**src/rtl/seg_pkg.sv**
```systemverilog
// Shared types and helpers for the 7-segment scan controller.
package seg_pkg;

  typedef enum logic [1:0] {IDLE, DWELL, GAP} scan_state_t;

  // Widest supported display is 8 digits; callers slice the low NDIG bits.
  localparam logic [7:0] ANODE_OFF = 8'hFF;

  function automatic int timer_width(input int dwell_cyc, input int blank_cyc);
    int longest;
    longest = (dwell_cyc > blank_cyc) ? dwell_cyc : blank_cyc;
    return $clog2(longest + 1);
  endfunction

endpackage

```
**src/rtl/dwell_timer.sv**
```systemverilog
// Loadable down-counter; zero is high while the count sits at 0.
module dwell_timer #(
  parameter int W = 4
) (
  input  logic         clk,
  input  logic         rst,
  input  logic         load,
  input  logic [W-1:0] val,
  output logic         zero
);

  logic [W-1:0] cnt_q, cnt_d;

  // NOTE: every signal written in always_comb gets a default first, so no path leaves it unassigned and no latch is inferred.
  always_comb begin
    cnt_d = cnt_q;
    if (load)
      cnt_d = val;
    else if (cnt_q != '0)
      cnt_d = cnt_q - 1'b1;
  end

  // NOTE: sequential state uses non-blocking assignments so every flop samples pre-edge values.
  always_ff @(posedge clk or negedge rst) begin
    if (!rst) cnt_q <= '0;
    else      cnt_q <= cnt_d;
  end

  assign zero = (cnt_q == '0);

endmodule

```
**src/rtl/seg_scan_ctrl.sv**
```systemverilog
// Time-multiplexed common-anode 7-segment scan controller with anti-ghost gap.
// Optional leading-zero suppression when LZ_BLANK_EN is defined.
module seg_scan_ctrl
  import seg_pkg::*;
#(
  parameter int NDIG      = 4,
  parameter int DWELL_CYC = 100000,
  parameter int BLANK_CYC = 16
) (
  input  logic                    clk,
  input  logic                    rst,
  input  logic                    en,
  input  logic [4*NDIG-1:0]       digits,
  input  logic [NDIG-1:0]         dig_en,
  output logic [NDIG-1:0]         an,
  output logic [3:0]              nib,
  output logic [$clog2(NDIG)-1:0] dig_idx,
  output logic                    frame_start
);

  localparam int IW = $clog2(NDIG);
  localparam int TW = timer_width(DWELL_CYC, BLANK_CYC);
  localparam logic [TW-1:0] DWELL_LD = TW'(DWELL_CYC - 1);
  localparam logic [TW-1:0] BLANK_LD = TW'((BLANK_CYC > 0) ? BLANK_CYC - 1 : 0);
  localparam logic [IW-1:0] LAST_IDX = IW'(NDIG - 1);

  scan_state_t       state_q, state_d;
  logic [IW-1:0]     idx_q, idx_d;
  logic [4*NDIG-1:0] shadow_q, shadow_d;
  logic [NDIG-1:0]   an_q, an_d;
  logic [3:0]        nib_q, nib_d;
  logic              fs_q, fs_d;
  logic              advance;
  logic              tmr_load, tmr_zero;
  logic [TW-1:0]     tmr_val;
  logic [NDIG-1:0]   lz_show;

  dwell_timer #(.W(TW)) u_timer (
    .clk  (clk),
    .rst  (rst),
    .load (tmr_load),
    .val  (tmr_val),
    .zero (tmr_zero)
  );

  always_comb begin
    state_d  = state_q;
    idx_d    = idx_q;
    shadow_d = shadow_q;
    fs_d     = 1'b0;
    tmr_load = 1'b0;
    tmr_val  = DWELL_LD;
    advance  = 1'b0;
    if (!en) begin
      // Abandon the current slot entirely; the next enable restarts at digit 0.
      state_d  = IDLE;
      idx_d    = '0;
      tmr_load = 1'b1;
      tmr_val  = '0;
    end else begin
      unique case (state_q)
        IDLE: begin
          state_d  = DWELL;
          idx_d    = '0;
          shadow_d = digits;
          fs_d     = 1'b1;
          tmr_load = 1'b1;
        end
        DWELL: begin
          if (tmr_zero) begin
            if (BLANK_CYC > 0) begin
              state_d  = GAP;
              tmr_load = 1'b1;
              tmr_val  = BLANK_LD;
            end else begin
              advance = 1'b1;
            end
          end
        end
        GAP:     if (tmr_zero) advance = 1'b1;
        default: state_d = IDLE;
      endcase
      if (advance) begin
        state_d  = DWELL;
        tmr_load = 1'b1;
        tmr_val  = DWELL_LD;
        if (idx_q == LAST_IDX) begin
          idx_d    = '0;
          shadow_d = digits;
          fs_d     = 1'b1;
        end else begin
          idx_d = idx_q + 1'b1;
        end
      end
    end
  end

  // Output decode works on next-state values so the registered outputs line up with the state.
  always_comb begin
    lz_show = '1;
`ifdef LZ_BLANK_EN
    begin
      logic seen_nz;
      seen_nz = 1'b0;
      for (int k = NDIG - 1; k > 0; k--) begin
        seen_nz    = seen_nz | (shadow_d[4*k +: 4] != 4'h0);
        lz_show[k] = seen_nz;
      end
    end
`endif
    an_d = ANODE_OFF[NDIG-1:0];
    if (state_d == DWELL && dig_en[idx_d] && lz_show[idx_d])
      an_d[idx_d] = 1'b0;
    nib_d = shadow_d[4*idx_d +: 4];
  end

  // NOTE: the shadow frame is a plain register, so it is reset with everything else to keep nib defined.
  always_ff @(posedge clk or negedge rst) begin
    if (!rst) begin
      state_q  <= IDLE;
      idx_q    <= '0;
      shadow_q <= '0;
      an_q     <= ANODE_OFF[NDIG-1:0];
      nib_q    <= '0;
      fs_q     <= 1'b0;
    end else begin
      state_q  <= state_d;
      idx_q    <= idx_d;
      shadow_q <= shadow_d;
      an_q     <= an_d;
      nib_q    <= nib_d;
      fs_q     <= fs_d;
    end
  end

  assign an          = an_q;
  assign nib         = nib_q;
  assign dig_idx     = idx_q;
  assign frame_start = fs_q;

endmodule

```
**config.mk**
```make
export PLATFORM = sky130hd
export DESIGN_NAME = seg_scan_ctrl
export DESIGN_NICKNAME = d
export VERILOG_FILES = /design/src/rtl/seg_pkg.sv /design/src/rtl/dwell_timer.sv /design/src/rtl/seg_scan_ctrl.sv
export SDC_FILE = /design/constraint.sdc
export NUM_CORES = 1
export LEC_CHECK = 0
export ABC_AREA = 1
export CAP_MARGIN = 40
export CORE_MARGIN = 2
export CORE_UTILIZATION = 55
export DETAILED_ROUTE_END_ITERATION = 10
export PLACE_DENSITY_LB_ADDON = 0.08
export SYNTH_ARGS = -nofsm -noshare
export SYNTH_HDL_FRONTEND = slang
export SYNTH_SLANG_ARGS = --single-unit
```
**constraint.sdc**
```tcl
create_clock -name clk -period 5.3 [get_ports clk]
set_input_delay 0.795 -clock clk [delete_from_list [all_inputs] [get_ports clk]]
set_output_delay 0.795 -clock clk [all_outputs]
set_load 0.005 [all_outputs]
```
Word level (Yosys, flattened, before mapping):

Index checks and enable logic that the tools add are counted.

* flip-flop bits (word level): 46
* latch bits: 0
* memory bits (writable): 0
* ROM bits: 0
* input port bits: 23
* output and inout bits: 11
* logic and storage cells: 59
* memories kept: 0

* add/sub/neg operators: 2
* multipliers: 0
* div/mod/pow operators: 0
* magnitude comparators: 2
* eq/ne operators: 4
* shift operators: 1
* mux-type cells: 35
* bitwise gates (word level): 1
* reductions and logical operators: 7

Operators by type and width (count)
* $mux W17: 6
* $mux W16: 4
* $logic_not A17 Y1: 1
* $reduce_bool A17 Y1: 1
* $sub A17 B1 Y17 const B: 1
* $shiftx A16 B5 Y4: 1
* $mux W2: 7
* $mux W1: 12
* $pmux W2 S3: 1
* $bmux W1 S2: 2
* $eq A2 B1 Y1 const B: 2
* $eq A2 B2 Y1 const B: 2
* $mux W4: 1
* $not A4 Y4: 1
* $logic_and A1 B1 Y1: 3
* $lt A2 B3 Y1 const B: 1
* $add A2 B1 Y2 const B: 1
* $demux W1 S2: 1
* $ge A2 B1 Y1 const B: 1
* $logic_not A2 Y1: 1
* $pmux W1 S2: 1
* $reduce_bool A2 Y1: 1

Depth between registers and ports, before layout:

* depth after elaboration: 12
* gate-level depth with buffers: 14
* depth with buffers taken out: 13

Hierarchy:

Synthesis repeated with hierarchy kept, for this count alone.

* cell total of the unflattened synthesis: 343
* area, all modules: 2543.7 um^2

By module, submodules not included
* seg_scan_ctrl: instances 1, cells an instance 173, area an instance 1362.6 um^2, seq. area each 730.7 um^2
* dwell_timer: instances 1, cells an instance 170, area an instance 1181.1 um^2, seq. area each 425.4 um^2

Worst setup path after synthesis:

OpenSTA, ideal clock, no wires.

* kind: input port to flip-flop
* start point: input en
* end point: register u_timer.cnt_q[11]
* setup time: 0.124 ns
* arrival time: 1.753 ns
* data required time: 5.176 ns
* path slack: 3.423 ns
* stages: 7
* buffers on the path: 0
* path through: inv_1 -> nor2_2 -> nand2_1 -> nor2_4 -> inv_6 -> nor2_4 -> nor3_1

* word-level cells in the longest chain between the ends: 2
* elaborated cells on any way between the ends: 4
* classes of those cells: 3 x mux; 1 x reduce/logical

Ends and longest elaborated chain
* from (decl): line seg_scan_ctrl.sv:12 `input logic en,`
* $mux W17 or $mux W1 (tied branches): line seg_scan_ctrl.sv:54 `if (!en) begin`
* $mux W17 or $reduce_bool A2 Y1 (tied branches)
* to (signal assigned): line dwell_timer.sv:26 `else cnt_q <= cnt_d;`
* to (decl): line dwell_timer.sv:12 `logic [W-1:0] cnt_q, cnt_d;`

Parallel ways exist; a longest one is shown, timed or not.
A chain may end at the register's enable or synchronous reset.

Final worst setup path:

* start point: input en
* end point: register u_timer.cnt_q[4]

The elaborated chain is that of the path after synthesis.

==> results.sh <==
export IMPL_r2r_start="u_timer.cnt_q[0]"
export IMPL_synthTopCellsByCount="nand2_1 (72), dfrtp_1 (42), nand3_1 (27)"
export IMPL_diodes=0
export IMPL_r2r_end="u_timer.cnt_q[14]"
export IMPL_postCtsSetupBuffers=0
export IMPL_die_area_um2=5214
export IMPL_setup_violations=0
export IMPL_end_kind="register"
export IMPL_fin_area_um2=3022
export IMPL_synth_distinct_cells=32
export IMPL_slew_violations=0
export IMPL_dp_cells=366
export IMPL_min_period_ns=3.077
export IMPL_cpPeakStageDelay_ns=1.04
export IMPL_ctsHtreeMaxLevel=2
export IMPL_grt_setup_unrepaired="false"
export IMPL_worstSetupPathType="in -> reg"
export IMPL_hold_violations=0
export IMPL_syn_area_um2=2559
export IMPL_grt_pass1_wl_um=8818
export IMPL_grt_pass1_vias=1900
export IMPL_area_growth_pct=18.09
export IMPL_powerDensity_nw_per_um2=246.7
export IMPL_synth_top_area_share_pct=41.08
export IMPL_insertion_delay_ns=0.29
export IMPL_ant_nets=0
export IMPL_crit_required_ns=5.47
export IMPL_clock_path_buffers=2
export IMPL_drc=0
export IMPL_start_kind="primary input"
export IMPL_cts_made_buffers=5
export IMPL_cp_common_cell="nor2_4"
export IMPL_synth_top_area_cell="dfrtp_1"
export IMPL_synthAdderAreaFrac_pct=1.467
export IMPL_dpl_cell_area_um2=2935
export IMPL_gp_routability_congestion=0.7901
export IMPL_fmax_mhz=325.0
export IMPL_port_buffers=33
export IMPL_synth_area_leaders="dfrtp_1 (41%), nand2_1 (11%), nand3_1 (5.3%)"
export IMPL_core_area_um2=4414
export IMPL_critical_path_max_fanout=20
export IMPL_fin_skew_ns=0.005818
export IMPL_pin_count=34
export IMPL_clkSinkCount=46
export IMPL_synth_top_family_by_area="simple AND/OR/NAND/NOR gates"
export IMPL_cp_slowest_cell="clkdlybuf4s50_1"
export IMPL_cts_tree="yes"
export IMPL_post_cts_resized=0
export IMPL_maxSlewHeadroom_pct=41.18
export IMPL_antenna_found_initial=0
export IMPL_power_static_leakage_nw=1.454
export IMPL_cts_root_buf="clkbuf_8"
export IMPL_synth_edff_count=0
export IMPL_synthMuxAreaShare_pct=0
export IMPL_wl_per_cell_um=13.86
export IMPL_synth_cells=284
export IMPL_synthSimpleGateAreaFrac_pct=40.73
export IMPL_seq_area_frac_synth_pct=45.18
export IMPL_synth_nets=310
export IMPL_arrival_ns=3.25
export IMPL_critical_path_buf_inv_count=3
export IMPL_crit_family="buffers and inverters"
export IMPL_initial_core_util_pct=57.96
export IMPL_nNetsFinal=347
export IMPL_avgViaCountPerCell=5.184
export IMPL_min_path_type="in -> async"
export IMPL_drtIter0Drc=82
export IMPL_dp_hpwl_um=3879
export IMPL_vias=1939
export IMPL_grt_use_total_pct=22.06
export IMPL_drt_pre_antenna_iters=4
export IMPL_async_flop_share_pct=100.0
export IMPL_die_w_um=72.21
export IMPL_power_uw=745.5
export IMPL_grt_max_degree=38
export IMPL_ff2ff_setup_slack_ns=3.18
export IMPL_path_cells="clkdlybuf4s50_1 -> inv_1 -> nor2_2 -> nand2_1 -> nor2_4 -> inv_6 -> nor2_4 -> a21oi_1"
export IMPL_tightest_slew_ns=0.8795
export IMPL_synth_xor_area_share_pct=3.765
export IMPL_finalCritPeriodShare_pct=58.06
export IMPL_drv_cap=0
export IMPL_synth_ff_type="dfrtp_1"
export IMPL_syn_mean_instance_area_um2=9.010
export IMPL_num_fill_cells=371
export IMPL_ir_drop_v=0.0001498
export IMPL_layout_drive_gt1_share_pct=22.05
export IMPL_final_cells=374
export IMPL_finalSetupTns_ns=0
export IMPL_die_h_um=72.21
export IMPL_ys_ff_latch=46
export IMPL_finalWirelength_um=5185
export IMPL_synth_compound_area_share_pct=3.227
export IMPL_hold_buffers=0
export IMPL_clkTransAtPathRegs_ns=0.09
export IMPL_outcome="complete, no violations"
export IMPL_reg2regPathDepth=10
export IMPL_row_count=24
export IMPL_yosysWarnings=0
export IMPL_synth_most_common_cell="nand2_1"
export IMPL_overflow=0
==> routing by layer <==
layer  part of all wire, %  vias up  track usage, %
met3                   5.6        5           3.750
li1                      -      979               -
met1                    47      909           31.92
met5                     0        -               0
met2                    46       46           35.07
met4                  0.85        0           5.031
==> registers in the layout, indices dropped and copies added (netlist names) <==
name,count
an,4
dig_idx,2
frame_start,1
nib,4
shadow_q,16
state_q,2
u_timer.cnt_q,17
==> layout by cell type (no fill, tap or decap), types with 6 or more instances in the layout <==
cell type        instances
inv_1                   24
nand3_1                 27
xor2_1                   8
nor3_1                   7
nand2_2                 21
dfrtp_1                 42
nor2_4                   6
nor2_1                  10
nor2_2                   8
a21oi_1                 11
clkdlybuf4s50_1         32
nand2_1                 72
==> final cells by class <==
| cell class | instances | area [um2] | area share [%] |
|---|---|---|---|
| multi-input cells | 206 | 1259 | 41.66 |
| flip-flops and latches | 46 | 1156 | 38.26 |
| repair buffers | 34 | 345.3 | 11.43 |
| inverters | 28 | 110.1 | 3.644 |
| clock buffers | 6 | 72.57 | 2.402 |
| well taps | 52 | 65.06 | 2.153 |
| clock inverters | 2 | 13.76 | 0.4555 |
==> how the worst max path moves through the flow <==
stage	from	to	slack, ns	cells past startpoint
detailed placement	en	u_timer.cnt_q[4]	1.90	8
finish	en	u_timer.cnt_q[4]	2.22	8
global route	en	u_timer.cnt_q[7]	2.00	8
CTS	en	u_timer.cnt_q[4]	2.20	8
global placement	en	u_timer.cnt_q[16]	2.04	8
floorplan	en	u_timer.cnt_q[11]	3.42	7
==> where the power goes <==
| part | leakage, nW | internal, mW | total, mW | switching, mW |
|---|---|---|---|---|
| registers | 0.573 | 0.380 | 0.395 | 0.0150 |
| clock network | 0.0452 | 0.0932 | 0.210 | 0.117 |
| logic | 0.836 | 0.0589 | 0.141 | 0.0818 |
==> logic make-up (layout without fill, tap and decap cells) <==
logic type,Yosys count,after routing
AO/OA/AOI/OAI,16,16
XOR/XNOR,11,11
adder cells (fa/ha/maj),3,3
buffers and inverters,32,70
flip-flops,46,46
AND/OR/NAND/NOR,176,176
==> stage by stage <==
step	setup WS (ns)	util, %	hold WS (ns)
2_1_floorplan	3.423	-	0.4379
3_3_place_gp	2.038	66.04	0.4500
3_5_place_dp	1.900	66.50	0.4551
4_1_cts	2.204	68.45	0.3635
5_1_grt	2.001	68.45	0.3608
6_report	2.223	68.45	0.3536
No activity file was read; power rests on OpenSTA's default activity.
